<file path="src/rtl/alu_pkg.sv">
// Shared types for the ALU command sequencer: ALU operation codes and sequencer states.
package alu_pkg;

    typedef enum logic [1:0] {
        ALU_ADD = 2'b00,
        ALU_SUB = 2'b01,
        ALU_AND = 2'b10,
        ALU_OR  = 2'b11
    } alu_op_e;

    typedef enum logic [1:0] {
        IDLE   = 2'b00,
        LOAD   = 2'b01,
        SETTLE = 2'b10,
        RESP   = 2'b11
    } seq_state_e;

endpackage

</file>
<file path="src/rtl/alu_op_sequencer.sv">
// Command stage for the registered-operand ALU datapath: loads operands, waits for the
// ALU to settle, captures result/carry and returns them on a valid/ready response port.
module alu_op_sequencer
    import alu_pkg::*;
#(
    parameter int WIDTH         = 4,
    parameter int SETTLE_CYCLES = 1,
    parameter int CNT_W         = 8
) (
    input  logic             clk_i,
    input  logic             rst_i,
    input  logic             cmd_valid_i,
    output logic             cmd_ready_o,
    input  logic [WIDTH-1:0] cmd_op_a_i,
    input  logic [WIDTH-1:0] cmd_op_b_i,
    input  logic [1:0]       cmd_alu_op_i,
    output logic [WIDTH-1:0] op_a_o,
    output logic [WIDTH-1:0] op_b_o,
    output logic             en_reg_a_no,
    output logic             en_reg_b_no,
    output logic [1:0]       cntrl_alu_o,
    input  logic [WIDTH-1:0] result_i,
    input  logic             carry_i,
    output logic             rsp_valid_o,
    input  logic             rsp_ready_i,
    output logic [WIDTH-1:0] rsp_result_o,
    output logic             rsp_carry_o,
    output logic             busy_o,
    output logic [CNT_W-1:0] ops_done_o
);

    localparam logic [1:0] ST_IDLE   = IDLE;
    localparam logic [1:0] ST_LOAD   = LOAD;
    localparam logic [1:0] ST_SETTLE = SETTLE;
    localparam logic [1:0] ST_RESP   = RESP;

    localparam int SETTLE_W = (SETTLE_CYCLES > 1) ? $clog2(SETTLE_CYCLES) : 1;
    localparam logic [SETTLE_W-1:0] SETTLE_LAST = SETTLE_W'(SETTLE_CYCLES - 1);
    localparam logic [CNT_W-1:0]    CNT_MAX     = {CNT_W{1'b1}};

    logic [1:0]          state_r;
    logic [SETTLE_W-1:0] settle_cnt_r;
    logic [WIDTH-1:0]    op_a_r;
    logic [WIDTH-1:0]    op_b_r;
    logic [1:0]          cntrl_alu_r;
    logic                en_reg_a_r;
    logic                en_reg_b_r;
    logic                rsp_valid_r;
    logic [WIDTH-1:0]    rsp_result_r;
    logic                rsp_carry_r;
    logic [CNT_W-1:0]    ops_done_r;

    // Sequencer FSM with its operand, enable, response and counter registers.
    always_ff @(posedge clk_i or negedge rst_i) begin
        if (!rst_i) begin
            state_r      <= ST_IDLE;
            settle_cnt_r <= {SETTLE_W{1'b0}};
            op_a_r       <= {WIDTH{1'b0}};
            op_b_r       <= {WIDTH{1'b0}};
            cntrl_alu_r  <= 2'b00;
            en_reg_a_r   <= 1'b1;
            en_reg_b_r   <= 1'b1;
            rsp_valid_r  <= 1'b0;
            rsp_result_r <= {WIDTH{1'b0}};
            rsp_carry_r  <= 1'b0;
            ops_done_r   <= {CNT_W{1'b0}};
        end else begin
            case (state_r)
                ST_IDLE: begin
                    if (cmd_valid_i) begin
                        op_a_r      <= cmd_op_a_i;
                        op_b_r      <= cmd_op_b_i;
                        cntrl_alu_r <= cmd_alu_op_i;
                        en_reg_a_r  <= 1'b0;
                        en_reg_b_r  <= 1'b0;
                        state_r     <= ST_LOAD;
                    end else begin
                        state_r     <= ST_IDLE;
                    end
                end
                ST_LOAD: begin
                    // Datapath registers load on this edge; enables go inactive together.
                    en_reg_a_r   <= 1'b1;
                    en_reg_b_r   <= 1'b1;
                    settle_cnt_r <= {SETTLE_W{1'b0}};
                    state_r      <= ST_SETTLE;
                end
                ST_SETTLE: begin
                    if (settle_cnt_r == SETTLE_LAST) begin
                        rsp_result_r <= result_i;
                        rsp_carry_r  <= carry_i;
                        rsp_valid_r  <= 1'b1;
                        state_r      <= ST_RESP;
                    end else begin
                        settle_cnt_r <= settle_cnt_r + SETTLE_W'(1);
                    end
                end
                ST_RESP: begin
                    if (rsp_ready_i) begin
                        rsp_valid_r <= 1'b0;
                        if (ops_done_r != CNT_MAX) begin
                            ops_done_r <= ops_done_r + CNT_W'(1);
                        end else begin
                            ops_done_r <= CNT_MAX;
                        end
                        state_r <= ST_IDLE;
                    end else begin
                        state_r <= ST_RESP;
                    end
                end
                default: begin
                    state_r     <= ST_IDLE;
                    en_reg_a_r  <= 1'b1;
                    en_reg_b_r  <= 1'b1;
                    rsp_valid_r <= 1'b0;
                end
            endcase
        end
    end

    assign cmd_ready_o  = (state_r == ST_IDLE);
    assign busy_o       = (state_r != ST_IDLE);
    assign op_a_o       = op_a_r;
    assign op_b_o       = op_b_r;
    assign cntrl_alu_o  = cntrl_alu_r;
    assign en_reg_a_no  = en_reg_a_r;
    assign en_reg_b_no  = en_reg_b_r;
    assign rsp_valid_o  = rsp_valid_r;
    assign rsp_result_o = rsp_result_r;
    assign rsp_carry_o  = rsp_carry_r;
    assign ops_done_o   = ops_done_r;

endmodule

</file>
<file path="config.mk">
export PLATFORM = sky130hd
export DESIGN_NAME = alu_op_sequencer
export DESIGN_NICKNAME = d
export VERILOG_FILES = /design/src/rtl/alu_pkg.sv /design/src/rtl/alu_op_sequencer.sv
export SDC_FILE = /design/constraint.sdc
export NUM_CORES = 1
export LEC_CHECK = 0
export BUFFER_PORTS_ARGS = -buffer_cell sky130_fd_sc_hd__buf_2
export CAP_MARGIN = 10
export CORE_UTILIZATION = 40
export CTS_CLUSTER_SIZE = 12
export DETAILED_ROUTE_END_ITERATION = 8
export PLACE_DENSITY = 0.79
export SLEW_MARGIN = 20
export SYNTH_ARGS = -nofsm -noshare
export SYNTH_HDL_FRONTEND = slang
export SYNTH_SLANG_ARGS = --single-unit
</file>
<file path="constraint.sdc">
create_clock -name clk_i -period 1.35 [get_ports clk_i]
set_clock_uncertainty 0.05 [all_clocks]
set_input_delay 0.27 -clock clk_i [delete_from_list [all_inputs] [get_ports clk_i]]
set_output_delay 0.27 -clock clk_i [all_outputs]
set_load 0.01 [all_outputs]
</file>
# --- After elaboration in Yosys (flattened, before gate mapping) ---
# Index checks and enable logic that the tools add are counted.
op_classes:
  add_sub_neg: 2
  mul: 0
  n_div: 0
  magnitude_cmp: 0
  eq_ne: 7
  shift: 0
  mux: 12
  bitwise_logic: 1
  n_reduce_logical: 10
ops:
  columns: ["op", "n"]
  rows:
  - ["8-bit by 1-bit adder with 8-bit output (second input constant)", 1]
  - ["8-bit two-way mux", 1]
  - ["8-bit != test (second input constant)", 1]
  - ["2-bit case mux with 4 select lines", 1]
  - ["2-bit AND reduction", 4]
  - ["2-bit nonzero test", 4]
  - ["2-bit != test (second input constant)", 3]
  - ["1-bit case mux with 2 select lines", 3]
  - ["1-bit two-way mux", 5]
  - ["2-bit equality test (second input constant)", 2]
  - ["2-bit two-way mux", 2]
  - ["3-bit AND reduction", 1]
  - ["2-bit by 1-bit equality test with 1-bit output (second input constant)", 1]
  - ["2-bit zero test", 1]
  - ["1-bit adder (second input constant)", 1]
  - ["1-bit NOT", 1]
totals:
  ff_bits: 28
  latchBits: 0
  ramBits: 0
  mem_bits_ro: 0
  input_bits: 19
  out_inout_bits: 28
  wordCells: 42
  memories: 0

# --- Logic depth before layout (Yosys ltp) ---
depth:
  word_depth: 3
  depth_mapped: 5

# --- Worst setup path before layout ---
# OpenSTA, ideal clock, no wires.
synth_path:
  path_type: "register to register"
  from: "register ops_done_r[0], in the netlist ops_done_o[0]"
  to: "register ops_done_r[6], in the netlist ops_done_o[6]"
  setup_time_ps: 128
  arrival_ps: 1294
  required_time_ps: 1172
  slack_ps: -121
  path_stages_with_launch: 6
  period_less_slack_ps: 1471
  path_cell_list: "dfrtp_1 ha_1 and4_1 buf_4 nand4_1 mux2_1"
synth_via:
  elab_chain_len: 2
  word_cells_on_any_way: 3
  classes_between: "add/sub (1); eq/ne (1); mux (1)"
synth_rtl:
  columns: ["element", "line_no", "text"]
  rows:
  - ["start, declared", "alu_op_sequencer.sv:51", "logic [CNT_W-1:0] ops_done_r;"]
  - ["start signal, assigned", "alu_op_sequencer.sv:66", "ops_done_r <= {CNT_W{1'b0}};"]
  - ["start signal, assigned", "alu_op_sequencer.sv:102", "ops_done_r <= ops_done_r + CNT_W'(1);"]
  - ["8-bit by 1-bit adder with 8-bit output or 8-bit != test (tied branches)", "alu_op_sequencer.sv:102, alu_op_sequencer.sv:101", null]
  - ["8-bit two-way mux *", "alu_op_sequencer.sv:101", "if (ops_done_r != CNT_MAX) begin"]
# Every way passes the cells marked *; elsewhere a longest branch is shown, timed or not.
# A chain may end at the register's enable or synchronous reset.

# --- Final worst setup path ---
layout_path:
  from: "register state_r[1]"
  to: "output busy_o"
layout_via:
  elab_chain_len: 1
layout_rtl:
  columns: ["element", "line_no", "text"]
  rows:
  - ["start, declared", "alu_op_sequencer.sv:41", "logic [1:0] state_r;"]
  - ["start signal, assigned", "alu_op_sequencer.sv:56", "state_r <= ST_IDLE;"]
  - ["start signal, assigned", "alu_op_sequencer.sv:76", "state_r <= ST_LOAD;"]
  - ["start signal, assigned", "alu_op_sequencer.sv:78", "state_r <= ST_IDLE;"]
  - ["2-bit nonzero test", "alu_op_sequencer.sv:122", "assign busy_o = (state_r != ST_IDLE);"]
  - ["end, declared", "alu_op_sequencer.sv:28", "output logic busy_o,"]
# Every way passes these cells.

==> reports/metrics.cfg <==
[clock_tree]
cts-buffers-inserted = 3
clk-insertion-delay-late_ns = 0.33
cts.root.buffer_cell = sky130_fd_sc_hd__clkbuf_4
clock_tree.buffer_depth = 2
cts_tree = built
path_clk_slew_ns = 0.14
htreeDepth = 1
clkSinkCount = 27

[floorplan]
die_span_x_um = 55.97
core.rowCount = 19
floorplan.initialDensity_pct = 42.24
std_cell_core_area_mm2 = 0.002758
die_outline_area_mm2 = 0.003132
chipHeight_um = 55.97
top_level_ports = 47

[min_path]
hp-class = in -> reg

[global_route]
globalRouteTotalUtil_pct = 17.52
overflow = 0
grt_pass1_wl_um = 4271
largest_net_degree_at_the_start_of_global_routing = 28
grt_antenna_before_repair = 0
via_count_of_the_first_global_routing_pass = 954

[setup_path]
criticalPathCategory = reg -> out
cp.required_ns = 1.03
worstPathArrival_ns = 1.19
critical_path_peak_fanout = 4
timing.critical_path.from_type = flip-flop
cp-end-kind = output pin

[synthesis]
netlist.top_cell.by_area = sky130_fd_sc_hd__dfrtp_1
synth_seq_area_share_pct = 58.11
synthesis.area_per_instance_um2 = 12.53
synth.net_count = 113
synth_area_leaders = sky130_fd_sc_hd__dfrtp_1, sky130_fd_sc_hd__mux2_2, sky130_fd_sc_hd__dfstp_2
ys.warnings.count = 0
synth_largest_type_area_fraction_pct = 55.85
syn-cell-area_mm2 = 0.001165
synthCells = 93
synth-seq-cells = 27
synthDistinctLibCells = 28

[cells_and_area]
final_common_cell = sky130_fd_sc_hd__buf_2
final.fill_count = 212
num_antenna_cells = 0
finalNonFillerCells = 190
final_layout_size_suffix_gt1_share_pct = 60.38
nNetsFinal = 180
syn2layout_area_growth_pct = 48.55
most-common-layout-cells = sky130_fd_sc_hd__buf_2, sky130_fd_sc_hd__dfrtp_1, sky130_fd_sc_hd__buf_6

[placement]
numPlacedInstances = 174
io_buffer_count = 46
gp_routability_congestion = 0.8145
dp_slack_ns = -0.002694
dp.final_hpwl_um = 1732

[sta]
max_slew.worst_pin.slew_ns = 0.6044
postLayoutSetupSlackWorst_ns = -0.1555
finalMaxSlewViolations = 0
setup_repair_after_global_routing_missed_its_margin = yes
totalNegativeSetupSlack_ns = -1.148
relSlewSlack_pct = 59.71
min_period_ns = 1.506
fmaxAchievable_mhz = 664.2
setup_violations = 15
report.final.hold_viol_count = 0
post-route-period-util_pct = 111.5

[route]
drt_first_iter_violations = 30
detail_route.drc_violations = 0
routed_wirelength_um = 2828
avgViaCountPerCell = 5.268
detailroute.via_count = 1001
routed_wire_length_per_instance_um = 14.88
ant_nets = 0
drt_first_pass_iters = 5

[run]
timing.max_cap.violations = 0

[status]
violations_in_the_final_reports = negative setup slack
run_status = finished, violations left

[pwr]
total_power_mw = 3.968
power.ir.vdd_worst_mv = 1.431
cellLeakagePower_nw = 0.8594
power_per_cell_area_mw_per_mm2 = 2293

==> Yosys cell counts <==
cell	count
sky130_fd_sc_hd__a21o_1	1
sky130_fd_sc_hd__a21oi_1	4
sky130_fd_sc_hd__a31oi_1	2
sky130_fd_sc_hd__and2_1	2
sky130_fd_sc_hd__and3_1	1
sky130_fd_sc_hd__and4_1	2
sky130_fd_sc_hd__buf_2	1
sky130_fd_sc_hd__buf_4	3
sky130_fd_sc_hd__buf_6	1
sky130_fd_sc_hd__dfrtp_1	26
sky130_fd_sc_hd__dfstp_2	1
sky130_fd_sc_hd__ha_1	1
sky130_fd_sc_hd__inv_1	4
sky130_fd_sc_hd__mux2_1	1
sky130_fd_sc_hd__mux2_2	15
sky130_fd_sc_hd__mux2i_1	2
sky130_fd_sc_hd__nand2_1	6
sky130_fd_sc_hd__nand3_1	4
sky130_fd_sc_hd__nand4_1	3
sky130_fd_sc_hd__nor2_1	3
sky130_fd_sc_hd__nor2b_1	1
sky130_fd_sc_hd__nor3_1	1
sky130_fd_sc_hd__nor3_4	1
sky130_fd_sc_hd__o21ai_0	3
sky130_fd_sc_hd__o31ai_1	1
sky130_fd_sc_hd__or3_1	1
sky130_fd_sc_hd__or4_1	1
sky130_fd_sc_hd__xnor2_1	1
==> final cells by class <==
cell class	instances	area, µm²	share of cell area [%]
clock inverters	1	7.507	0.4338
repair buffers	67	464.2	26.83
multi-input cells	57	503.0	29.07
clock buffers	3	22.52	1.302
flip-flops and latches	27	679.4	39.26
well taps	31	38.79	2.242
inverters	4	15.01	0.8677
==> worst max-delay path, cell delays in order, from the launching register on <==
cell and delay (ns):
sky130_fd_sc_hd__dfrtp_2 0.44, sky130_fd_sc_hd__buf_6 0.13, sky130_fd_sc_hd__nor2_4 0.12, sky130_fd_sc_hd__inv_1 0.04, sky130_fd_sc_hd__buf_2 0.13
==> layer usage <==
metal	vias to the layer above	track usage, %	part of all wire [%]
li1	457	-	-
met1	498	21.56	43
met2	41	30.61	50
met3	5	2.558	4.6
met4	0	7.317	1.7
met5	-	0	0
==> report_power, final <==
group          total, mW  switching, mW  internal, mW
Clock              0.359          0.246         0.114
Combinational       2.16          0.903          1.26
Sequential          1.45          0.256          1.19
==> flip-flops by register name (all words and copies together) (netlist names), 2 cells and up <==
register	count
state_r	2
op_b_o	4
cntrl_alu_o	2
rsp_result_o	4
ops_done_o	8
op_a_o	4
==> cells by family (layout without fill, tap and decap cells) <==
group	Yosys count	count (layout)	share of synthesized area (%)
DFF	27	27	58.11
and+or+nand+nor	26	26	12.89
AOI/OAI and AO/OA	11	11	5.371
buffers and inverters	9	75	4.618
adders and majority gates	1	1	1.074
muxes	18	18	17.19
xor gates and xnor gates	1	1	0.7520
==> worst paths after layout <==
check	startpoint	to	slack, ns	cells past startpoint
max	state_r[1]	busy_o	-0.16	4
min reg2reg	rsp_valid_o	rsp_valid_o	0.45	1
min	cmd_op_b_i[2]	op_b_o[2]	0.11	2
max reg2reg	state_r[0]	op_b_o[1]	-0.08	4
min in group asynchronous	rst_i	rsp_result_o[0]	0.41	2
max in group asynchronous	rst_i	state_r[1]	0.42	2
==> timing repair <==
action                                  4_1_cts  5_1_grt
pin swaps                                     3        3
hold endpoints to repair                     26        0
buffers inserted                              4        7
endpoints found under the setup margin       11       30
hold buffers                                  1        0
gates resized for setup                      11       18
cloned                                        0        0
==> stage by stage <==
stage               util, %  area (µm²)  hold WS (ns)
finish                62.75        1730        0.1061
global route          62.75        1730       0.08004
CTS                   57.94        1598       0.09938
detailed placement    54.13        1493        0.2563
global placement      54.13        1493        0.2478
floorplan                 -        1186      -0.07559
Note: power is estimated with default switching activity, not from simulation.
